`src/rtl/clock_mode_scan_ctrl.sv`:
```
// Run/pause/adjust mode sequencer plus 4-digit display scan with blinking of
// the field being adjusted. Everything observable is registered on clk50hz.
module clock_mode_scan_ctrl #(
  parameter int BLINK_DIV = 6,
  parameter int BLINK_W   = 4
) (
  input  logic       clk50hz,
  input  logic       reset,
  input  logic       pause_btn,
  input  logic       adjust,
  input  logic       adj_sel,
  input  logic [3:0] min_ten,
  input  logic [3:0] min_one,
  input  logic [3:0] sec_ten,
  input  logic [3:0] sec_one,
  output logic [1:0] mode,
  output logic       sec_en,
  output logic       min_en,
  output logic       fast_rate,
  output logic [1:0] digit_sel,
  output logic [3:0] digit_val,
  output logic [3:0] anode,
  output logic       blink_phase
);

  typedef enum logic [1:0] {
    RUN     = 2'b00,
    PAUSE   = 2'b01,
    ADJ_SEC = 2'b10,
    ADJ_MIN = 2'b11
  } state_t;

  state_t               state, state_d;
  logic                 pause_btn_q;
  logic                 btn_rise;
  logic [1:0]           scan_idx;
  logic [BLINK_W-1:0]   blink_cnt, blink_cnt_d;
  logic                 blink_d;
  logic [3:0]           val_mux;
  logic [3:0]           anode_d;
  logic                 sec_en_d, min_en_d, fast_d;

  assign btn_rise = pause_btn & ~pause_btn_q;
  assign mode     = state;

  always_comb begin
    state_d = state;
    if (adjust)
      state_d = adj_sel ? ADJ_MIN : ADJ_SEC;
    else if (state[1])
      state_d = RUN;
    else if (btn_rise)
      state_d = (state == RUN) ? PAUSE : RUN;
  end

  // Counter only advances while staying in adjust; entering or leaving clears it.
  always_comb begin
    blink_cnt_d = '0;
    blink_d     = 1'b0;
    if (state_d[1] && state[1]) begin
      if (blink_cnt == BLINK_W'(BLINK_DIV - 1)) begin
        blink_cnt_d = '0;
        blink_d     = ~blink_phase;
      end else begin
        blink_cnt_d = blink_cnt + 1'b1;
        blink_d     = blink_phase;
      end
    end
  end

  always_comb begin
    case (scan_idx)
      2'd0:    val_mux = min_ten;
      2'd1:    val_mux = min_one;
      2'd2:    val_mux = sec_ten;
      default: val_mux = sec_one;
    endcase
    // Mask uses the blink value being registered so anode and blink_phase agree.
    anode_d = ~(4'b1000 >> scan_idx);
    if (blink_d && state_d == ADJ_SEC) anode_d[1:0] = 2'b11;
    if (blink_d && state_d == ADJ_MIN) anode_d[3:2] = 2'b11;
  end

  always_comb begin
    sec_en_d = 1'b0;
    min_en_d = 1'b0;
    fast_d   = 1'b0;
    case (state_d)
      RUN:     begin sec_en_d = 1'b1; min_en_d = 1'b1; end
      ADJ_SEC: begin sec_en_d = 1'b1; fast_d   = 1'b1; end
      ADJ_MIN: begin min_en_d = 1'b1; fast_d   = 1'b1; end
      default: ;
    endcase
  end

  always_ff @(posedge clk50hz) begin
    if (reset) begin
      state       <= RUN;
      pause_btn_q <= 1'b0;
      scan_idx    <= 2'd0;
      blink_cnt   <= '0;
      blink_phase <= 1'b0;
      sec_en      <= 1'b0;
      min_en      <= 1'b0;
      fast_rate   <= 1'b0;
      digit_sel   <= 2'd0;
      digit_val   <= 4'd0;
      anode       <= 4'b1111;
    end else begin
      state       <= state_d;
      pause_btn_q <= pause_btn;
      scan_idx    <= scan_idx + 2'd1;
      blink_cnt   <= blink_cnt_d;
      blink_phase <= blink_d;
      sec_en      <= sec_en_d;
      min_en      <= min_en_d;
      fast_rate   <= fast_d;
      digit_sel   <= scan_idx;
      digit_val   <= val_mux;
      anode       <= anode_d;
    end
  end

endmodule
```
`config.mk`:
```
export PLATFORM = sky130hd
export DESIGN_NAME = clock_mode_scan_ctrl
export DESIGN_NICKNAME = d
export VERILOG_FILES = /design/src/rtl/clock_mode_scan_ctrl.sv
export SDC_FILE = /design/constraint.sdc
export NUM_CORES = 1
export LEC_CHECK = 0
export ABC_AREA = 1
export CAP_MARGIN = 20
export CORE_MARGIN = 2
export CORE_UTILIZATION = 40
export DETAILED_ROUTE_END_ITERATION = 12
export DONT_BUFFER_PORTS = 1
export PLACE_DENSITY = 0.53
export SKIP_CTS_REPAIR_TIMING = 1
export SYNTH_ARGS = -nofsm -noshare
export SYNTH_HDL_FRONTEND = slang
export SYNTH_SLANG_ARGS = --single-unit
```
`constraint.sdc`:
```
create_clock -name clk50hz -period 2.4 [get_ports clk50hz]
set_input_delay 0.48 -clock clk50hz [delete_from_list [all_inputs] [get_ports clk50hz]]
set_output_delay 0.48 -clock clk50hz [all_outputs]
set_load 0.02 [all_outputs]
```
==> flow_summary.json <==
{
  "crit_type": "flop to primary output",
  "setup_viol": 0,
  "die_area_mm2": 0.00263,
  "cts_tree": "yes",
  "yosys-top-cells-area": "dfxtp_1 (52%), ha_1 (9.8%), nand2_1 (5.9%)",
  "coreArea_mm2": 0.00217,
  "synth_ff_type": "dfxtp_1",
  "synth_async_sr_flop_share_pct": 0,
  "synth_cells": 103,
  "first_global_vias": 668,
  "synth.cell_area_um2": 893,
  "synthesis.nets": 131,
  "worst_setup_path_start_kind": "flop",
  "routed_wl_um": 1660,
  "cts_root_buf": "clkbuf_4",
  "final_cells": 134,
  "vias": 664,
  "required_ps": 1920,
  "syn_area_per_cell_um2": 8.67,
  "syn_to_final_growth_pct": 6.30,
  "clock_skew_ps": 2.73,
  "fin_ws_ps": 1110,
  "cts_max_level": 1,
  "numCtsBuffers": 3,
  "synth_edf_count": 0,
  "yosysTopAreaCellShare_pct": 51.5,
  "grt_overflow_total": 0,
  "drtIter0Drc": 14,
  "clkSlewWorstSetupHoldPaths_ps": 120,
  "p_leak_nw": 0.393,
  "worst_pin_slew_ps": 276,
  "gp_congestion": 0.673,
  "dp_cells": 130,
  "yosysMostFrequentCell": "dfxtp_1",
  "ff2ff_path_depth": 4,
  "grt_max_degree": 13,
  "path_max_fanout": 3,
  "drc_errors": 0,
  "maxCapViolCount": 0,
  "die_x_um": 51.3,
  "final_net_count": 135,
  "grt_pass1_wl_um": 2850,
  "slew_headroom_pct": 81.6,
  "antenna_cells": 0,
  "postRouteAntennaNets": 0,
  "io_buffers": 0,
  "fp-row-count": 17,
  "dp_worst_setup_slack_ps": 1250,
  "rsz0062_at_grt": "no",
  "hold_path_class": "input port to flop",
  "cts.path.max_buffers": 2,
  "hpwl_um": 1270,
  "powerDensity_mw_per_mm2": 709,
  "outcome": "finished, final reports clean",
  "finalMaxSlewViolations": 0,
  "synth_cell_types": 16,
  "fin_crit_sh_pct": 53.6,
  "regToRegSetupSlack_ps": 1230,
  "start_util_pct": 41.2,
  "reg2reg_to": "digit_val[2]",
  "report.final.hold_viol_count": 0,
  "yosys_warnings": 0,
  "io_pins": 37,
  "ys_ff_latch": 23,
  "die_h_um": 51.3,
  "drive_above_1_share_pct": 7.55,
  "min_path_cells": 1,
  "yosys-top-cells-count": "dfxtp_1 (23), nand2_1 (14), nor2_1 (14), inv_1 (12), nand3_1 (8)",
  "crit_arrival_ps": 810,
  "drt-pass1-iter-count": 4,
  "synth_top_area_cell": "dfxtp_1",
  "period_needed_ps": 1290,
  "antenna_found_initial": 0,
  "hold_start": "reset",
  "vdd.ir_drop.worst_uv": 365,
  "min_to": "scan_idx[0]",
  "timing.setup.tns_ps": 0,
  "wl_per_cell_um": 12.4,
  "max_freq_ghz": 0.778,
  "cts.sinks": 23,
  "worstReg2RegStart": "scan_idx[0]",
  "via_per_inst": 4.96,
  "clock_latency_ps": 310,
  "yosysSeqAreaShare_pct": 51.5,
  "worst_setup_path_end_kind": "primary output",
  "grtUsageTotal_pct": 15.0
}
[layer usage]
metal  wire length [um]  up-vias  global-route usage (%)
met5                  0        -                       0
met4                 48        0                    10.5
met3                153        4                    5.56
met2                727       28                    23.2
met1                734      290                    17.1
li1                   -      342                       -
[report_power, final]
group,internal (mW),leakage [nW],switching (mW)
logic,0.0209,0.189,0.0321
clock network,0.0649,0.0150,0.114
registers,0.406,0.190,0.0356
[metrics by stage]
step	util [%]	hold WS, ps	total power, mW	area, um2
final	43.8	216	0.673	950
after global routing	43.8	185	0.714	950
after CTS	43.8	210	0.680	950
after detailed placement	42.6	471	0.504	923
after global placement	42.6	463	0.503	923
after floorplan	-	444	0.493	893
[flip-flops by register name, indices dropped and copies added, names as in the netlist]
register / flops
anode: 4
blink_cnt: 4
blink_phase: 1
digit_sel: 2
digit_val: 4
fast_rate: 1
min_en: 1
mode: 2
pause_btn_q: 1
scan_idx: 2
sec_en: 1
[cells by family (layout without fill, tap and decap cells)]
family	count (synthesis)	count (layout)	synth area share [%]
compound gates	15	15	9.38
xor+xnor	1	1	0.981
fa+ha+maj	7	7	9.80
buf+inv	14	17	6.30
flops	23	23	51.5
simple gates	43	43	22.0
[layout make-up]
class,instances,area (um2)
fillers,229,1220
multi-input cells,66,377
inverters,13,51.3
clock buffers,4,26.3
well taps,28,35.0
flip-flops and latches,23,460
[cells in the final DEF (no fill, tap or decap)]
cell type and n:
dfxtp_1 23, nand2_1 14, nor2_1 14, inv_1 12, nand3_1 8, ha_1 7
a21oi_1 6, nand4_1 4, o21ai_0 4, a31oi_1 4, clkbuf_4 3, nand3_2 2
inv_4 1, a21oi_2 1, nand2_2 1, xnor2_1 1, clkbuf_1 1
[worst max path at each step]
stage                start           end  slack (ps)  cells after the start
5_1_grt            mode[1]       mode[1]        1060                      0
2_1_floorplan  scan_idx[0]  digit_val[0]        1390                      4
3_5_place_dp   scan_idx[0]  digit_val[2]        1250                      4
4_1_cts        blink_phase   blink_phase        1100                      0
3_3_place_gp   scan_idx[0]  digit_val[2]        1270                      4
6_report       blink_phase   blink_phase        1110                      0
No activity file was read; power rests on OpenSTA's default activity.
